### config.mk
export PLATFORM = sky130hd
export DESIGN_NAME = ram_access_ctrl
export DESIGN_NICKNAME = d
export VERILOG_FILES = /design/src/rtl/ram_access_pkg.sv /design/src/rtl/ram_access_ctrl.sv
export SDC_FILE = /design/constraint.sdc
export NUM_CORES = 1
export LEC_CHECK = 0
export ABC_AREA = 1
export CAP_MARGIN = 20
export CORE_MARGIN = 5
export CORE_UTILIZATION = 45
export CTS_CLUSTER_SIZE = 10
export DETAILED_ROUTE_END_ITERATION = 7
export PLACE_DENSITY = 0.95
export SYNTH_ARGS = -nofsm -noshare
export SYNTH_HDL_FRONTEND = slang
export SYNTH_SLANG_ARGS = --single-unit
### constraint.sdc
create_clock -name clk -period 3.06 [get_ports clk]
set_clock_uncertainty 0.15 [all_clocks]
set_input_delay 0.306 -clock clk [delete_from_list [all_inputs] [get_ports clk]]
set_output_delay 0.306 -clock clk [all_outputs]
set_load 0.005 [all_outputs]
### src/rtl/ram_access_pkg.sv
// ram_access_pkg
//   Types shared between the RAM access sequencer and the strobe-driven RAM stage.
//   op_t    : RAM operation encoding (matches the RAM's operation pin).
//   state_t : sequencer FSM states.
package ram_access_pkg;

  typedef enum logic {
    OP_READ  = 1'b0,
    OP_WRITE = 1'b1
  } op_t;

  typedef enum logic [2:0] {
    IDLE,
    SETUP,
    STROBE,
    HOLD,
    RESP
  } state_t;

endpackage

### src/rtl/ram_access_ctrl.sv
// ram_access_ctrl
//   Sequencer that sits directly in front of a strobe-driven word RAM. It accepts
//   one read/write request at a time, presents address/operation/wdata to the RAM
//   one cycle before raising mem_select, holds select high for STROBE_CYCLES
//   cycles, keeps the address stable for one more cycle, then returns a single
//   response (read data for reads, 0 for writes).
//
//   Handshakes: a transfer happens on a rising clk edge where valid && ready are
//   both 1. The producer holds valid and payload until that edge; ready may
//   depend on state only (never on valid). One request outstanding at a time.
//
//   Optional feature (macro ADDR_CHECK_EN): requests with req_addr >= WORD_AMOUNT
//   never touch the RAM and get an error response; without the macro every
//   address is forwarded and resp_err is constant 0.
//
//   Ports
//     clk, rst_n              : clock, asynchronous active-low reset
//     req_valid/ready/op/addr/wdata : request channel (op 0=READ, 1=WRITE)
//     resp_valid/ready/rdata/err    : response channel
//     mem_address/select/operation/wdata : driven to the RAM (select rise = access)
//     mem_rdata               : read data returned by the RAM
module ram_access_ctrl
  import ram_access_pkg::*;
#(
  parameter int WORD_SIZE     = 20,
  parameter int WORD_AMOUNT   = 30,
  parameter int STROBE_CYCLES = 1
) (
  input  logic                           clk,
  input  logic                           rst_n,
  input  logic                           req_valid,
  output logic                           req_ready,
  input  logic                           req_op,
  input  logic [$clog2(WORD_AMOUNT)-1:0] req_addr,
  input  logic [WORD_SIZE-1:0]           req_wdata,
  output logic                           resp_valid,
  input  logic                           resp_ready,
  output logic [WORD_SIZE-1:0]           resp_rdata,
  output logic                           resp_err,
  output logic [$clog2(WORD_AMOUNT)-1:0] mem_address,
  output logic                           mem_select,
  output logic                           mem_operation,
  output logic [WORD_SIZE-1:0]           mem_wdata,
  input  logic [WORD_SIZE-1:0]           mem_rdata
);

  localparam int AW = $clog2(WORD_AMOUNT);
  localparam int CW = $clog2(STROBE_CYCLES + 1);
  localparam logic [CW-1:0] CNT_LOAD = CW'(STROBE_CYCLES - 1);

  state_t             state_q, state_d;
  logic [AW-1:0]      mem_address_q, mem_address_d;
  logic               mem_select_q, mem_select_d;
  op_t                mem_operation_q, mem_operation_d;
  logic [WORD_SIZE-1:0] mem_wdata_q, mem_wdata_d;
  logic               resp_valid_q, resp_valid_d;
  logic [WORD_SIZE-1:0] resp_rdata_q, resp_rdata_d;
  logic [CW-1:0]      cnt_q, cnt_d;
`ifdef ADDR_CHECK_EN
  logic               resp_err_q, resp_err_d;
  logic               addr_bad;

  // Compared as int so the bound works even when WORD_AMOUNT is a power of two.
  assign addr_bad = (int'(req_addr) >= WORD_AMOUNT);
`endif

  always_comb begin
    state_d         = state_q;
    mem_address_d   = mem_address_q;
    mem_select_d    = mem_select_q;
    mem_operation_d = mem_operation_q;
    mem_wdata_d     = mem_wdata_q;
    resp_valid_d    = resp_valid_q;
    resp_rdata_d    = resp_rdata_q;
    cnt_d           = cnt_q;
`ifdef ADDR_CHECK_EN
    resp_err_d      = resp_err_q;
`endif
    unique case (state_q)
      IDLE: begin
        if (req_valid) begin
`ifdef ADDR_CHECK_EN
          if (addr_bad) begin
            // Out-of-range: answer directly, RAM pins left untouched.
            resp_valid_d = 1'b1;
            resp_rdata_d = '0;
            resp_err_d   = 1'b1;
            state_d      = RESP;
          end else
`endif
          begin
            mem_address_d   = req_addr;
            mem_operation_d = op_t'(req_op);
            mem_wdata_d     = req_wdata;
            state_d         = SETUP;
          end
        end
      end
      SETUP: begin
        // RAM pins have been stable for a full cycle; raise select now.
        mem_select_d = 1'b1;
        cnt_d        = CNT_LOAD;
        state_d      = STROBE;
      end
      STROBE: begin
        if (cnt_q == '0) begin
          mem_select_d = 1'b0;
          state_d      = HOLD;
        end else begin
          cnt_d = cnt_q - 1'b1;
        end
      end
      HOLD: begin
        resp_rdata_d = (mem_operation_q == OP_WRITE) ? '0 : mem_rdata;
        resp_valid_d = 1'b1;
`ifdef ADDR_CHECK_EN
        resp_err_d   = 1'b0;
`endif
        state_d      = RESP;
      end
      RESP: begin
        if (resp_ready) begin
          resp_valid_d = 1'b0;
          state_d      = IDLE;
        end
      end
      default: state_d = IDLE;
    endcase
  end

  always_ff @(posedge clk or negedge rst_n) begin
    if (!rst_n) begin
      state_q         <= IDLE;
      mem_address_q   <= '0;
      mem_select_q    <= 1'b0;
      mem_operation_q <= OP_READ;
      mem_wdata_q     <= '0;
      resp_valid_q    <= 1'b0;
      resp_rdata_q    <= '0;
      cnt_q           <= '0;
`ifdef ADDR_CHECK_EN
      resp_err_q      <= 1'b0;
`endif
    end else begin
      state_q         <= state_d;
      mem_address_q   <= mem_address_d;
      mem_select_q    <= mem_select_d;
      mem_operation_q <= mem_operation_d;
      mem_wdata_q     <= mem_wdata_d;
      resp_valid_q    <= resp_valid_d;
      resp_rdata_q    <= resp_rdata_d;
      cnt_q           <= cnt_d;
`ifdef ADDR_CHECK_EN
      resp_err_q      <= resp_err_d;
`endif
    end
  end

  assign req_ready     = (state_q == IDLE);
  assign resp_valid    = resp_valid_q;
  assign resp_rdata    = resp_rdata_q;
  assign mem_address   = mem_address_q;
  assign mem_select    = mem_select_q;
  assign mem_operation = mem_operation_q;
  assign mem_wdata     = mem_wdata_q;
`ifdef ADDR_CHECK_EN
  assign resp_err      = resp_err_q;
`else
  assign resp_err      = 1'b0;
`endif

endmodule

==> impl_metrics.sql, run 1 <==
INSERT INTO impl_metrics (metric_group, metric, value, unit) VALUES
('detailed_routing', 'wl_met2', '3160', 'um'),
('clock_tree', 'tritoncts_clock_tree', 'built', ''),
('clock_tree', 'cts-root-to-sink-buffers', '2', ''),
('detailed_routing', 'drt_iter0_drc', '89', ''),
('floorplan', 'die_height', '80.9', 'um'),
('finish', 'synth_to_layout_area_growth', '48.8', '%'),
('detailed_routing', 'route.detailed.wl_per_inst', '14.4', 'um'),
('floorplan', 'row_count', '25', ''),
('synth', 'syn_area_per_cell', '8.34', 'sq um'),
('detailed_routing', 'route.final.wire_length', '6200', 'um'),
('finish', 'antenna-diode-count', '0', ''),
('synth', 'syn_nets', '321', ''),
('clock_tree', 'cts_resized', '0', ''),
('timing', 'worst_pin_slew', '625', 'ps'),
('worst_setup_path', 'worst_ep_required', '2600', 'ps'),
('floorplan', 'ioPinCount', '100', ''),
('min_path', 'holdCritPathClass', 'register to register', ''),
('synth', 'synth.cell_area', '0.00226', 'sq mm'),
('clock_tree', 'tritoncts_num_sinks', '51', ''),
('timing', 'slew_violations', '0', ''),
('finish', 'final_util', '0.703', ''),
('global_routing', 'grt_max_degree', '52', ''),
('global_routing', 'first_global_vias', '2035', ''),
('timing', 'fmax', '490', 'MHz'),
('power', 'netSwitchingFraction', '0.361', ''),
('detailed_routing', 'drc', '0', ''),
('worst_setup_path', 'setup.worst_path.start_class', 'register', ''),
('timing', 'hold_slack', '323', 'ps'),
('detailed_routing', 'via_per_inst', '4.83', ''),
('synth', 'synth_largest_area_cell', 'sky130_fd_sc_hd__dfrtp_1', ''),
('worst_setup_path', 'worstSetupPathType', 'register to output pin', ''),
('synth', 'ys_warn_count', '0', ''),
('timing', 'report.final.setup_viol', '0', ''),
('finish', 'layout.nets', '413', ''),
('global_routing', 'track_usage', '0.194', ''),
('power', 'pwr-share-clk', '0.154', ''),
('synth', 'yosysTopAreaCellShare', '0.564', ''),
('clock_tree', 'path_clk_slew', '90', 'ps'),
('synth', 'ys_seq_elements', '51', ''),
('worst_setup_path', 'critPathArrivalTime', '1580', 'ps'),
('floorplan', 'initial_core_util', '0.472', ''),
('detailed_routing', 'ant_nets', '0', ''),
('clock_tree', 'cts.root.buffer_cell', 'sky130_fd_sc_hd__clkbuf_8', ''),
('synth', 'synth.lib_cells_used.distinct', '17', ''),
('clock_tree', 'post-cts-setup-buffers', '0', ''),
('status', 'status', 'finished clean', ''),
('detailed_routing', 'routed-wl-met3', '473', 'um'),
('synth', 'synthesis.instances', '271', ''),
('detailed_routing', 'route.top_layer_used', 'met4', ''),
('synth', 'synth_sequential_area_ratio', '0.564', ''),
('power', 'netSwitchingPower', '1.13', 'mW'),
('power', 'seq_power_share', '0.375', ''),
('timing', 'timing_hold_violations_final', '0', ''),
('clock_tree', 'number_of_h_tree_branching_levels', '2', ''),
('finish', 'post_route_cells_drive_above_1_share', '0.0495', ''),
('floorplan', 'die_width', '80.9', 'um'),
('floorplan', 'design.die.area', '0.00654', 'sq mm'),
('place', 'io_buf_count', '98', ''),
('timing', 'fin_crit_sh', '0.667', ''),
('power', 'power.static_leakage', '1.71', 'nW'),
('global_routing', 'antenna_found_initial', '0', ''),
('global_routing', 'grt_overflow', '0', ''),
('finish', 'final_design_area_no_fill', '0.00336', 'sq mm'),
('timing', 'finalSetupTns', '0', 'ps'),
('place', 'gp_congestion', '0.771', ''),
('place', 'detailedPlacementHpwl', '4380', 'um'),
('global_routing', 'grt_pass1_wl', '9860', 'um'),
('worst_setup_path', 'endpoint_kind', 'output pin', ''),
('timing', 'grt_setup_unrepaired', 'false', ''),
('power', 'power.share.combinational', '0.471', ''),
('timing', 'relative_max_transition_margin', '0.583', '');
cell type report:
type	count	area, sq um
timing repair buffer	103	1030
tap	67	83.8
clock inverter	2	35.0
fill	385	1420
sequential	51	1280
inverter	26	97.6
clock buffer	6	82.6
multi-input combinational	176	761
worst max-delay path, cell delays in order, from the launching register on:
cell and delay (ps):
sky130_fd_sc_hd__dfrtp_1 450, sky130_fd_sc_hd__nor2_4 130, sky130_fd_sc_hd__inv_1 80, sky130_fd_sc_hd__nor2_1 110
sky130_fd_sc_hd__clkdlybuf4s50_1 530
per-stage QoR:
| step | std cells | setup slack (ps) |
|---|---|---|
| final | 431 | 1020 |
| after global routing | 431 | 931 |
| after CTS | 429 | 1010 |
| after detailed placement | 421 | 1030 |
| after global placement | 421 | 1120 |
| after floorplan | 271 | 1740 |
state kept, by name (all words and copies together) (netlist names):
signal / flops
resp_rdata: 20
mem_wdata: 20
mem_address: 5
mem_select: 1
state_q: 3
mem_operation: 1
resp_valid: 1
power groups by stage:
stage / combinational, mW / clock (mW) / sequential (mW)
final: 1.48 / 0.483 / 1.18
after global routing: 1.65 / 0.516 / 1.22
after CTS: 1.50 / 0.491 / 1.18
after detailed placement: 1.49 / 0 / 1.18
after global placement: 1.44 / 0 / 1.17
after floorplan: 0.722 / 0 / 1.19
metal layers:
metal | up-vias | global-route usage
li1 | 1023 | -
met3 | 5 | 0.0521
met2 | 74 | 0.332
met5 | - | 0
met1 | 979 | 0.239
met4 | 0 | 0.0625
worst paths after layout:
path	slack [ps]	startpoint	depth (start not counted)	end
worst max-delay path	1020	state_q[2]	4	req_ready
worst min-delay path	320	mem_wdata[8]	2	mem_wdata[8]
worst max register to register	1230	state_q[2]	5	resp_rdata[16]
worst min register to register	320	mem_wdata[8]	2	mem_wdata[8]
max in group asynchronous	1800	rst_n	3	resp_valid
min in group asynchronous	400	rst_n	2	resp_rdata[4]
cell usage in the layout (no fill, tap or decap):
cell                              Yosys  routed
sky130_fd_sc_hd__nand3_1              4       4
sky130_fd_sc_hd__dlygate4sd3_1        0       1
sky130_fd_sc_hd__o21ai_1              1       1
sky130_fd_sc_hd__clkbuf_8             0       6
sky130_fd_sc_hd__nor2_4               1       1
sky130_fd_sc_hd__clkinv_2             0       1
sky130_fd_sc_hd__nand2_1            117     117
sky130_fd_sc_hd__inv_1               24      24
sky130_fd_sc_hd__buf_4                3       3
sky130_fd_sc_hd__bufinv_16            0       1
sky130_fd_sc_hd__nor2_1              23      23
sky130_fd_sc_hd__nand4_1             26      26
sky130_fd_sc_hd__dfrtp_1             51      51
sky130_fd_sc_hd__inv_2                2       2
sky130_fd_sc_hd__clkdlybuf4s50_1      0      97
sky130_fd_sc_hd__o21ai_0              1       1
sky130_fd_sc_hd__conb_1               1       1
sky130_fd_sc_hd__buf_12               0       1
sky130_fd_sc_hd__nand3_2              1       1
sky130_fd_sc_hd__nand3_4              1       1
sky130_fd_sc_hd__buf_2                8       1
logic make-up (layout without fill, tap and decap cells):
logic type,Yosys count,after routing,share of synthesized area
buffers and inverters,44,137,0.0991
other,1,1,0.00166
DFF,51,51,0.564
AOI/OAI and AO/OA,2,2,0.00442
and+or+nand+nor,173,173,0.330
synth_stat cells (all sizes together):
| library cell | n |
|---|---|
| buf | 16 |
| conb | 1 |
| nand4 | 26 |
| nand2 | 117 |
| clkbuf | 2 |
| nand3 | 6 |
| inv | 26 |
| o21ai | 2 |
| dfrtp | 51 |
| nor2 | 24 |
No activity file was read; power rests on OpenSTA's default activity.
==> run 2, diff against run 1 <==
--- a/config.mk
+++ b/config.mk
@@ -8,10 +8,10 @@
 export ABC_AREA = 1
 export CAP_MARGIN = 20
 export CORE_MARGIN = 5
-export CORE_UTILIZATION = 45
+export CORE_UTILIZATION = 38
 export CTS_CLUSTER_SIZE = 10
 export DETAILED_ROUTE_END_ITERATION = 7
-export PLACE_DENSITY = 0.95
+export PLACE_DENSITY = 0.88
 export SYNTH_ARGS = -nofsm -noshare
 export SYNTH_HDL_FRONTEND = slang
 export SYNTH_SLANG_ARGS = --single-unit
==> constraint.sdc (replaced) <==
create_clock -name clk -period 1.64 [get_ports clk]
set_clock_uncertainty 0.15 [all_clocks]
set_input_delay 0.164 -clock clk [delete_from_list [all_inputs] [get_ports clk]]
set_output_delay 0.164 -clock clk [all_outputs]
set_load 0.005 [all_outputs]
==> impl_metrics.sql, run 2 (same netlist as run 1, synthesis figures left out) <==
INSERT INTO impl_metrics (metric_group, metric, value, unit) VALUES
('place', 'detailedPlacementHpwl', '4330', 'um'),
('finish', 'layout.cells.most_common_list', '117 x sky130_fd_sc_hd__nand2_1, 96 x sky130_fd_sc_hd__clkdlybuf4s50_1, 50 x sky130_fd_sc_hd__dfrtp_1', ''),
('power', 'power_density', '1680', 'mW/mm^2'),
('place', 'dp_worst_setup_slack', '-7.24', 'ps'),
('worst_setup_path', 'critPathSlowestCell', 'sky130_fd_sc_hd__dfrtp_1', ''),
('flow_run', 'maxCapViolCount', '0', ''),
('floorplan', 'initial_core_util', '0.386', ''),
('power', 'power.static_leakage', '1.73', 'nW'),
('floorplan', 'die_width', '87.1', 'um'),
('worst_setup_path', 'timing.critical_path.cells', 'nor2_4 > inv_1 > nor2_1 > dlygate4sd2_1', ''),
('worst_setup_path', 'worst_ep_required', '1330', 'ps'),
('floorplan', 'design.die.area', '0.00759', 'sq mm'),
('timing', 'grt_setup_unrepaired', 'false', ''),
('detailed_routing', 'vias_after_detailed_routing', '2072', ''),
('min_path', 'holdCritPathClass', 'primary input to asynchronous set/reset pin', ''),
('detailed_routing', 'drt_iter0_drc', '55', ''),
('timing', 'slew_violations', '0', ''),
('detailed_routing', 'route.detailed.wl_per_inst', '13.5', 'um'),
('worst_setup_path', 'worst-path-max-fanout', '4', ''),
('detailed_routing', 'via_per_inst', '4.65', ''),
('timing', 'min_clock_period_post_route', '1540', 'ps'),
('floorplan', 'ioPinCount', '100', ''),
('power', 'worst_ir_drop_vdd', '631', 'uV'),
('status', 'status', 'finished clean', ''),
('floorplan', 'placeableCoreArea', '0.00585', 'sq mm'),
('timing', 'fmax', '649', 'MHz'),
('worst_setup_path', 'critPathMaxStageDelay', '420', 'ps'),
('worst_setup_path', 'endpoint_kind', 'output pin', ''),
('finish', 'layout.filler_cells', '510', ''),
('place', 'io_buf_count', '98', ''),
('timing', 'setup_slack', '99.7', 'ps'),
('timing', 'report.final.setup_viol', '0', ''),
('finish', 'synth_to_layout_area_growth', '50.4', '%'),
('worst_setup_path', 'critPathArrivalTime', '1230', 'ps'),
('global_routing', 'antenna_found_initial', '0', ''),
('clock_tree', 'clkLatencyLatePin', '290', 'ps'),
('clock_tree', 'cts-root-to-sink-buffers', '2', ''),
('detailed_routing', 'ant_nets', '0', ''),
('timing', 'hold_slack', '228', 'ps'),
('worst_setup_path', 'setup.worst_path.start_class', 'register', ''),
('place', 'gp_congestion', '0.726', ''),
('finish', 'antenna-diode-count', '0', ''),
('floorplan', 'row_count', '28', ''),
('detailed_routing', 'drc', '0', ''),
('finish', 'final_design_area_no_fill', '0.00340', 'sq mm'),
('global_routing', 'first_global_vias', '2038', ''),
('timing', 'fin_crit_sh', '0.939', ''),
('global_routing', 'grt_overflow', '0', ''),
('finish', 'post_route_cells_drive_above_1_share', '0.0647', ''),
('global_routing', 'grt_max_degree', '52', ''),
('finish', 'final_util', '0.581', ''),
('detailed_routing', 'route.final.wire_length', '6040', 'um'),
('timing', 'timing_hold_violations_final', '0', ''),
('floorplan', 'die_height', '87.1', 'um'),
('finish', 'final_common_cell', 'sky130_fd_sc_hd__nand2_1', ''),
('detailed_routing', 'dr.pass1.iters', '4', ''),
('clock_tree', 'tritoncts_clock_tree', 'built', ''),
('global_routing', 'grt_pass1_wl', '9820', 'um'),
('clock_tree', 'number_of_h_tree_branching_levels', '2', ''),
('clock_tree', 'cts_made_buffers', '5', ''),
('clock_tree', 'cts.root.buffer_cell', 'sky130_fd_sc_hd__clkbuf_8', ''),
('global_routing', 'track_usage', '0.162', ''),
('timing', 'finalSetupTns', '0', 'ps'),
('worst_setup_path', 'worstSetupPathType', 'register to output pin', ''),
('finish', 'layout.nets', '420', ''),
('clock_tree', 'tritoncts_num_sinks', '51', ''),
('clock_tree', 'path_clk_slew', '90', 'ps'),
('place', 'place_area', '0.00328', 'sq mm');
## run 2: changes by cell type in the layout (fill, tap and decap cells not counted)
cell	before	now
sky130_fd_sc_hd__buf_4	3	9
sky130_fd_sc_hd__clkbuf_1	0	2
sky130_fd_sc_hd__bufinv_16	1	0
sky130_fd_sc_hd__clkbuf_8	6	5
sky130_fd_sc_hd__clkdlybuf4s50_1	97	96
sky130_fd_sc_hd__dfrtp_1	51	50
sky130_fd_sc_hd__dfrtp_2	0	1
sky130_fd_sc_hd__dlygate4sd2_1	0	1
sky130_fd_sc_hd__nand3_4	1	2
## run 2: worst max-delay path: cells and delay by family, from the launching register on
| family | cells | cell delay [ps] |
|---|---|---|
| simple gates | 2 | 200 |
| flops | 1 | 420 |
| buf+inv | 2 | 310 |
## run 2: power by group
group / switching, mW / internal [mW]
Sequential: 0.337 / 1.83
Combinational: 1.38 / 1.49
Clock: 0.381 / 0.300
## run 2: worst paths after layout
kind                          startpoint       endpoint  slack, ps  cells after the start
min reg2reg                 mem_wdata[3]   mem_wdata[3]        320                      2
max reg2reg                   state_q[2]  mem_operation        140                      5
max in group asynchronous          rst_n     state_q[0]        860                      3
max                           state_q[2]      req_ready        100                      4
min in group clk           req_wdata[12]  mem_wdata[12]        280                      3
min                                rst_n   mem_wdata[8]        230                      3
## run 2: final cells by class
type,instances,area [sq um],share of cell area
Clock buffer,7,76.3,0.0224
Inverter,26,97.6,0.0287
Clock inverter,1,5.00,0.00147
Multi-Input combinational cell,177,778,0.229
Timing Repair Buffer,109,1070,0.315
Sequential cell,51,1280,0.376
Tap cell,75,93.8,0.0276
## run 2: metrics by stage
stage / instances / power [mW]
finish: 446 / 5.73
global route: 446 / 6.22
CTS: 445 / 5.77
detailed placement: 434 / 5.03
global placement: 434 / 4.91
floorplan: 271 / 3.56
## run 2: layer usage
metal	GRT usage	routed length [um]
met1	0.211	2630
met2	0.270	2930
met3	0.0369	432
met4	0.0460	42
met5	0	0
## run 2: what timing repair did
| action | in CTS | in global routing |
|---|---|---|
| cloned | 0 | 1 |
| resized for setup | 2 | 1 |
| endpoints found under the setup margin | 10 | 26 |
| buffers inserted | 2 | 0 |
| hold endpoints to repair | 51 | 0 |
| hold buffers | 1 | 0 |
| pin swaps | 0 | 1 |
